`config.mk`:
```
export PLATFORM = sky130hd
export DESIGN_NAME = fft_frame_exerciser
export DESIGN_NICKNAME = d
export VERILOG_FILES = /design/src/rtl/fft_frame_exerciser.sv
export SDC_FILE = /design/constraint.sdc
export NUM_CORES = 1
export LEC_CHECK = 0
export ABC_AREA = 0
export CORE_MARGIN = 3
export CORE_UTILIZATION = 35
export CTS_CLUSTER_DIAMETER = 50
export DETAILED_ROUTE_END_ITERATION = 8
export PLACE_DENSITY_LB_ADDON = 0.2
export SLEW_MARGIN = 30
export SYNTH_ARGS = -nofsm -noshare
export SYNTH_HDL_FRONTEND = slang
export SYNTH_SLANG_ARGS = --single-unit
```
`constraint.sdc`:
```
create_clock -name i_clk -period 5 [get_ports i_clk]
set_clock_uncertainty 0.2 [all_clocks]
set_input_delay 1.25 -clock i_clk [delete_from_list [all_inputs] [get_ports i_clk]]
set_output_delay 1.25 -clock i_clk [all_outputs]
set_load 0.05 [all_outputs]
```
`src/rtl/fft_frame_exerciser.sv`:
```
// fft_frame_exerciser: framed stimulus generator and checksum drain for fft_computer
module fft_frame_exerciser #(
  parameter int          DATA_W     = 32,
  parameter int          FRAME_LEN  = 1024,
  parameter int          GAP_CYC    = 4,
  parameter int          LED_W      = 8,
  parameter logic [63:0] CONST_VAL  = 64'h0000_0000_0001_0000,
  parameter logic [7:0]  READY_MASK = 8'hFF,
  parameter int          TIMEOUT    = 65535
) (
  input  logic              i_clk,
  input  logic              i_rst,
  input  logic              i_start,
  input  logic [1:0]        i_mode,
  input  logic [15:0]       i_frames,
  output logic              o_stim_valid,
  output logic [DATA_W-1:0] o_stim_data,
  input  logic              i_stim_ready,
  input  logic              i_res_valid,
  input  logic [DATA_W-1:0] i_res_data,
  output logic              o_res_ready,
  output logic [LED_W-1:0]  o_led,
  output logic [15:0]       o_frame_cnt,
  output logic              o_busy,
  output logic              o_done,
  output logic              o_timeout
);
  localparam int BW = $clog2(FRAME_LEN);
  localparam int GW = GAP_CYC > 1 ? $clog2(GAP_CYC) : 1;
  localparam int TW = $clog2(TIMEOUT + 1);
  typedef enum logic [1:0] {IDLE, SEND, GAP, FIN} st_t;
  st_t              st;
  logic [BW-1:0]    beat, rbeat;
  logic [GW-1:0]    gcnt;
  logic [TW-1:0]    idle;
  logic [15:0]      sent, frames;
  logic [1:0]       mode;
  logic [DATA_W-1:0] ramp;
  logic [31:0]      lfsr, lfsr_nx;
  logic [LED_W-1:0] acc, r_sum;
  logic [2:0]       phase;
  logic             s_acc, r_acc, last_s, last_r;
  function automatic logic [LED_W-1:0] bsum(input logic [DATA_W-1:0] d);
    logic [LED_W-1:0] s;
    s = '0;
    for (int i = 0; i < DATA_W / 8; i++) s = s + LED_W'(d[8*i +: 8]);
    return s;
  endfunction
  assign lfsr_nx      = (lfsr >> 1) ^ (lfsr[0] ? 32'h8020_0003 : 32'h0);
  assign o_stim_valid = st == SEND;
  assign o_stim_data  = mode == 2'd0 ? ramp :
                        mode == 2'd1 ? DATA_W'(CONST_VAL) :
                        mode == 2'd2 ? (beat == '0 ? DATA_W'(CONST_VAL) : '0) :
                        DATA_W'(lfsr);
  assign o_res_ready  = o_busy & READY_MASK[phase];
  assign s_acc        = o_stim_valid & i_stim_ready;
  assign r_acc        = i_res_valid & o_res_ready & (o_frame_cnt != frames);
  assign r_sum        = acc + bsum(i_res_data);
  assign last_s       = beat == BW'(FRAME_LEN - 1);
  assign last_r       = rbeat == BW'(FRAME_LEN - 1);
  // run control, stimulus sequencing, result reduction and watchdog share one state machine
  always_ff @(posedge i_clk) begin
    if (i_rst) begin
      st <= IDLE;
      beat <= '0;
      rbeat <= '0;
      gcnt <= '0;
      idle <= '0;
      sent <= '0;
      frames <= '0;
      mode <= '0;
      ramp <= '0;
      lfsr <= 32'h1;
      acc <= '0;
      phase <= '0;
      o_led <= '0;
      o_frame_cnt <= '0;
      o_busy <= 1'b0;
      o_done <= 1'b0;
      o_timeout <= 1'b0;
    end else begin
      phase <= phase + 3'd1;
      if (i_start && !o_busy) begin
        mode <= i_mode;
        frames <= i_frames;
        st <= i_frames != 16'd0 ? SEND : IDLE;
        o_busy <= i_frames != 16'd0;
        o_done <= i_frames == 16'd0;
        o_timeout <= 1'b0;
        o_frame_cnt <= '0;
        o_led <= '0;
        acc <= '0;
        ramp <= '0;
        lfsr <= 32'h1;
        beat <= '0;
        rbeat <= '0;
        sent <= '0;
        gcnt <= '0;
        idle <= '0;
      end else if (o_busy) begin
        if (st == FIN && o_frame_cnt == frames) begin
          o_busy <= 1'b0;
          o_done <= 1'b1;
          st <= IDLE;
        end else if (!s_acc && !r_acc && idle == TW'(TIMEOUT - 1)) begin
          o_busy <= 1'b0;
          o_done <= 1'b1;
          o_timeout <= 1'b1;
          st <= IDLE;
        end else begin
          idle <= (s_acc || r_acc) ? '0 : idle + TW'(1);
          if (s_acc) begin
            ramp <= ramp + DATA_W'(1);
            lfsr <= lfsr_nx;
            beat <= last_s ? '0 : beat + BW'(1);
            if (last_s) begin
              sent <= sent + 16'd1;
              st <= sent + 16'd1 == frames ? FIN : GAP_CYC == 0 ? SEND : GAP;
              gcnt <= '0;
            end
          end
          if (st == GAP) begin
            gcnt <= gcnt + GW'(1);
            if (gcnt == GW'(GAP_CYC - 1)) st <= SEND;
          end
          if (r_acc) begin
            acc <= last_r ? '0 : r_sum;
            rbeat <= last_r ? '0 : rbeat + BW'(1);
            if (last_r) begin
              o_led <= r_sum;
              o_frame_cnt <= o_frame_cnt + 16'd1;
            end
          end
        end
      end
    end
  end
endmodule

```
==> impl_metrics.xml, run 1 <==
<?xml version="1.0" encoding="UTF-8"?>
<metrics>
  <group name="drt">
    <metric name="vias_per_cell" unit="">4.92</metric>
    <metric name="drt.antenna.violating_nets" unit="">0</metric>
    <metric name="drc" unit="">0</metric>
    <metric name="detail_route.first_pass.iterations" unit="">5</metric>
    <metric name="avgRoutedWirePerCell" unit="um">14.3</metric>
    <metric name="drt-initial-drc-count" unit="">412</metric>
    <metric name="vias" unit="">7632</metric>
    <metric name="postRouteWirelength" unit="mm">22.2</metric>
  </group>
  <group name="clock_tree">
    <metric name="cts_setup_buffers" unit="">0</metric>
    <metric name="ctsRootBufferMaster" unit="">sky130_fd_sc_hd__clkbuf_16</metric>
    <metric name="cts-resized-gates" unit="">0</metric>
    <metric name="hold_buffers" unit="">0</metric>
    <metric name="clock_tree.buffer_depth" unit="">2</metric>
    <metric name="ctsHtreeMaxLevel" unit="">4</metric>
    <metric name="clk_lat_worst_skew" unit="ps">430</metric>
    <metric name="tritoncts" unit="">done</metric>
    <metric name="path_clk_slew" unit="ps">70</metric>
    <metric name="tritoncts_num_sinks" unit="">173</metric>
    <metric name="cts_buffers" unit="">17</metric>
  </group>
  <group name="placement">
    <metric name="port_buffers" unit="">115</metric>
    <metric name="placed_instance_count" unit="">1518</metric>
    <metric name="hpwl" unit="mm">16.0</metric>
    <metric name="gp_congestion" unit="">0.807</metric>
    <metric name="placed_area" unit="sq um">10500</metric>
    <metric name="dp_slack" unit="ps">-222</metric>
  </group>
  <group name="flow_run">
    <metric name="maxCapViolations" unit="">0</metric>
  </group>
  <group name="synthesis">
    <metric name="postSynthNetCount" unit="">1203</metric>
    <metric name="synth.top_cells.by_area" unit="">sky130_fd_sc_hd__dfxtp_1, sky130_fd_sc_hd__xnor2_1, sky130_fd_sc_hd__nand2_1</metric>
    <metric name="synth_top_area_share" unit="%">38.5</metric>
    <metric name="syn-mean-instance-area" unit="sq um">8.10</metric>
    <metric name="synth_flop_cell" unit="">sky130_fd_sc_hd__dfxtp_1</metric>
    <metric name="seq_area_frac_synth" unit="%">38.5</metric>
    <metric name="synthDominantAreaCellType" unit="">sky130_fd_sc_hd__dfxtp_1</metric>
    <metric name="yosys_reg_bits" unit="">173</metric>
    <metric name="ys_warn_count" unit="">0</metric>
    <metric name="synthesis.area" unit="sq um">9000</metric>
    <metric name="synth_enable_flop_cells" unit="">0</metric>
    <metric name="syn_inst" unit="">1111</metric>
    <metric name="post-synth-top-count-cell" unit="">sky130_fd_sc_hd__nand2_1</metric>
    <metric name="synth_commonest_cells" unit="">sky130_fd_sc_hd__nand2_1, sky130_fd_sc_hd__dfxtp_1, sky130_fd_sc_hd__nor2_1</metric>
    <metric name="synthDistinctLibCells" unit="">51</metric>
    <metric name="synthArstFlopShare" unit="%">0</metric>
  </group>
  <group name="sta">
    <metric name="finalSetupTns" unit="ps">0</metric>
    <metric name="unrepaired_setup_endpoints_after_global_routing" unit="">no</metric>
    <metric name="fmax" unit="MHz">210</metric>
    <metric name="worst_slew_margin_rel" unit="%">50.3</metric>
    <metric name="final.period_utilization" unit="%">95.1</metric>
    <metric name="slew_viol_final" unit="">0</metric>
    <metric name="final.setup.worst_slack" unit="ps">247</metric>
    <metric name="tightest_slew" unit="ps">745</metric>
    <metric name="holdWs" unit="ps">257</metric>
    <metric name="report.final.hold_viol_count" unit="">0</metric>
    <metric name="final_period_minus_worst_setup_slack" unit="ps">4750</metric>
    <metric name="finalSetupViolations" unit="">0</metric>
  </group>
  <group name="pwr">
    <metric name="power.internal" unit="mW">2.28</metric>
    <metric name="total_power" unit="mW">3.21</metric>
    <metric name="power.ir.vdd_worst" unit="V">0.000223</metric>
    <metric name="clock_power_share" unit="%">41.3</metric>
    <metric name="power-per-cell-area" unit="nW/um^2">289</metric>
    <metric name="power_leakage" unit="nW">3.82</metric>
    <metric name="p_switching" unit="mW">0.925</metric>
    <metric name="sw_frac_of_total" unit="%">28.8</metric>
    <metric name="seq_power_share" unit="%">44.2</metric>
    <metric name="pwr-share-comb" unit="%">14.5</metric>
  </group>
  <group name="die">
    <metric name="coreArea" unit="sq um">25300</metric>
    <metric name="boundaryPins" unit="">116</metric>
    <metric name="die_y" unit="um">166</metric>
    <metric name="initial_cell_density_of_the_core" unit="%">35.6</metric>
    <metric name="placementRows" unit="">58</metric>
    <metric name="dieArea" unit="sq um">27700</metric>
    <metric name="die_width" unit="um">166</metric>
  </group>
  <group name="critical_path">
    <metric name="crit-reg2reg-capture" unit="">ramp[31]</metric>
    <metric name="critPathCaptureType" unit="">flop</metric>
    <metric name="worst_r2r_path_depth" unit="">6</metric>
    <metric name="critical_path_arrival" unit="ps">4910</metric>
    <metric name="timing.setup.critical_path_class" unit="">in -&gt; reg</metric>
    <metric name="cp-start-kind" unit="">input pin</metric>
    <metric name="reg2reg_slack" unit="ps">1610</metric>
    <metric name="rr_startpoint" unit="">o_busy</metric>
    <metric name="worst-endpoint-required" unit="ps">5150</metric>
    <metric name="worstPathMaxFanout" unit="">2</metric>
  </group>
  <group name="global_route">
    <metric name="antenna_found_initial" unit="">0</metric>
    <metric name="grt_first_pass_wirelength" unit="mm">36.8</metric>
    <metric name="grt.overflow.total" unit="">0</metric>
    <metric name="pin_count_of_the_biggest_net_entering_global_routing" unit="">119</metric>
    <metric name="first_global_vias" unit="">7212</metric>
    <metric name="grt_usage" unit="%">16.0</metric>
  </group>
  <group name="layout">
    <metric name="layout.cells.non_filler" unit="">1550</metric>
    <metric name="layout-area-overhead-vs-synth" unit="%">23.3</metric>
    <metric name="drive_gt1_share" unit="%">4.59</metric>
    <metric name="diodes_inserted" unit="">0</metric>
    <metric name="fin_area" unit="sq um">11100</metric>
    <metric name="fin_util" unit="%">43.9</metric>
    <metric name="num-nets-final" unit="">1299</metric>
  </group>
  <group name="min_path">
    <metric name="hp-class" unit="">reg -&gt; reg</metric>
    <metric name="whs_endpoint" unit="">o_timeout</metric>
    <metric name="worstHoldStart" unit="">o_timeout</metric>
    <metric name="min_path_cells" unit="">2</metric>
  </group>
  <group name="outcome">
    <metric name="outcome" unit="">complete, no violations</metric>
  </group>
</metrics>
## worst max path at each step
stage | slack (ps) | endpoint | cells past startpoint | from
2_1_floorplan | 330 | acc[6] | 15 | i_res_data[2]
3_3_place_gp | -180 | acc[6] | 16 | i_res_data[2]
3_5_place_dp | -220 | acc[6] | 16 | i_res_data[2]
4_1_cts | 230 | acc[6] | 16 | i_res_data[2]
5_1_grt | 30 | acc[6] | 16 | i_res_data[2]
6_report | 250 | acc[6] | 16 | i_res_data[2]
## worst max-delay path, stage by stage
cell,delay [ps]
sky130_fd_sc_hd__clkdlybuf4s50_1,460
sky130_fd_sc_hd__inv_1,50
sky130_fd_sc_hd__fa_1,530
sky130_fd_sc_hd__inv_1,50
sky130_fd_sc_hd__fa_1,500
sky130_fd_sc_hd__inv_1,50
sky130_fd_sc_hd__fa_1,520
sky130_fd_sc_hd__inv_1,50
sky130_fd_sc_hd__ha_1,280
sky130_fd_sc_hd__a21o_1,170
sky130_fd_sc_hd__a21oi_1,180
sky130_fd_sc_hd__o21bai_1,80
sky130_fd_sc_hd__a21oi_1,170
sky130_fd_sc_hd__xor2_1,90
sky130_fd_sc_hd__or3_1,340
sky130_fd_sc_hd__a21oi_1,130
## flip-flops by register name, summed over array words and instances, names as in the netlist, 8 cells and up
| register | count |
|---|---|
| acc | 8 |
| beat | 10 |
| frames | 16 |
| idle | 16 |
| lfsr | 32 |
| o_frame_cnt | 16 |
| o_led | 8 |
| ramp | 32 |
| rbeat | 10 |
| sent | 16 |
## kinds of logic after synthesis
family	after synthesis	share of synthesized area (%)
and+or+nand+nor	478	24.8
AOI/OAI and AO/OA	175	11.9
DFF	173	38.5
xor gates and xnor gates	131	12.8
buffers and inverters	113	4.82
adders and majority gates	37	6.81
muxes	4	0.459
## placed cells by master (no fill, tap or decap), drive strengths merged, types with 2 or more instances in the layout
| cell type | n |
|---|---|
| nor2 | 122 |
| a21oi | 89 |
| a31oi | 3 |
| ha | 17 |
| nand2 | 175 |
| and2 | 10 |
| or4 | 4 |
| o21bai | 3 |
| o21ai | 27 |
| xor2 | 39 |
| nor3 | 26 |
| fa | 20 |
| nand3b | 2 |
| nor4 | 13 |
| clkinv | 5 |
| nand4 | 31 |
| o22ai | 2 |
| a211oi | 5 |
| a22o | 31 |
| clkbuf | 17 |
| nand2b | 5 |
| nor2b | 5 |
| inv | 67 |
| a21o | 3 |
| or2 | 3 |
| nor3b | 3 |
| clkdlybuf4s50 | 115 |
| o211ai | 2 |
| nand3 | 35 |
| xnor2 | 92 |
| o31ai | 2 |
| buf | 17 |
| and3 | 19 |
| or3 | 13 |
| mux2i | 3 |
| dfxtp | 173 |
| and4 | 9 |
## metal layers
| layer | global-route usage (%) | routed length (um) |
|---|---|---|
| met1 | 22.4 | 11000 |
| met2 | 25.9 | 10100 |
| met3 | 2.74 | 824 |
| met4 | 3.55 | 222 |
| met5 | 0 | 0 |
## power groups by stage
| stage | sequential [mW] | combinational, mW | clock [mW] |
|---|---|---|---|
| finish | 1.42 | 0.466 | 1.32 |
| floorplan | 1.44 | 0.323 | 0 |
| CTS | 1.42 | 0.477 | 1.36 |
| global placement | 1.45 | 0.472 | 0 |
| detailed placement | 1.45 | 0.475 | 0 |
| global route | 1.42 | 0.530 | 1.42 |
## cell type report
type                            instances  area (sq um)
Sequential cell                       173          3460
Tap cell                              330           413
Timing Repair Buffer                  132          1290
Clock inverter                         15           170
Multi-Input combinational cell        825          5110
Clock buffer                           17           425
Fill cell                            2581         14200
Inverter                               58           218
Note: power is estimated with default switching activity, not from simulation.
==> inputs of run 2 (changes only) <==
--- a/config.mk
+++ b/config.mk
@@ -8,7 +8,7 @@
 export ABC_AREA = 0
 export CORE_MARGIN = 3
 export CORE_UTILIZATION = 35
-export CTS_CLUSTER_DIAMETER = 50
+export CTS_CLUSTER_DIAMETER = 30
 export DETAILED_ROUTE_END_ITERATION = 8
 export PLACE_DENSITY_LB_ADDON = 0.2
 export SLEW_MARGIN = 30
==> results of run 2 <==
The final DEF is identical to that of run 1; final timing and power are the same.
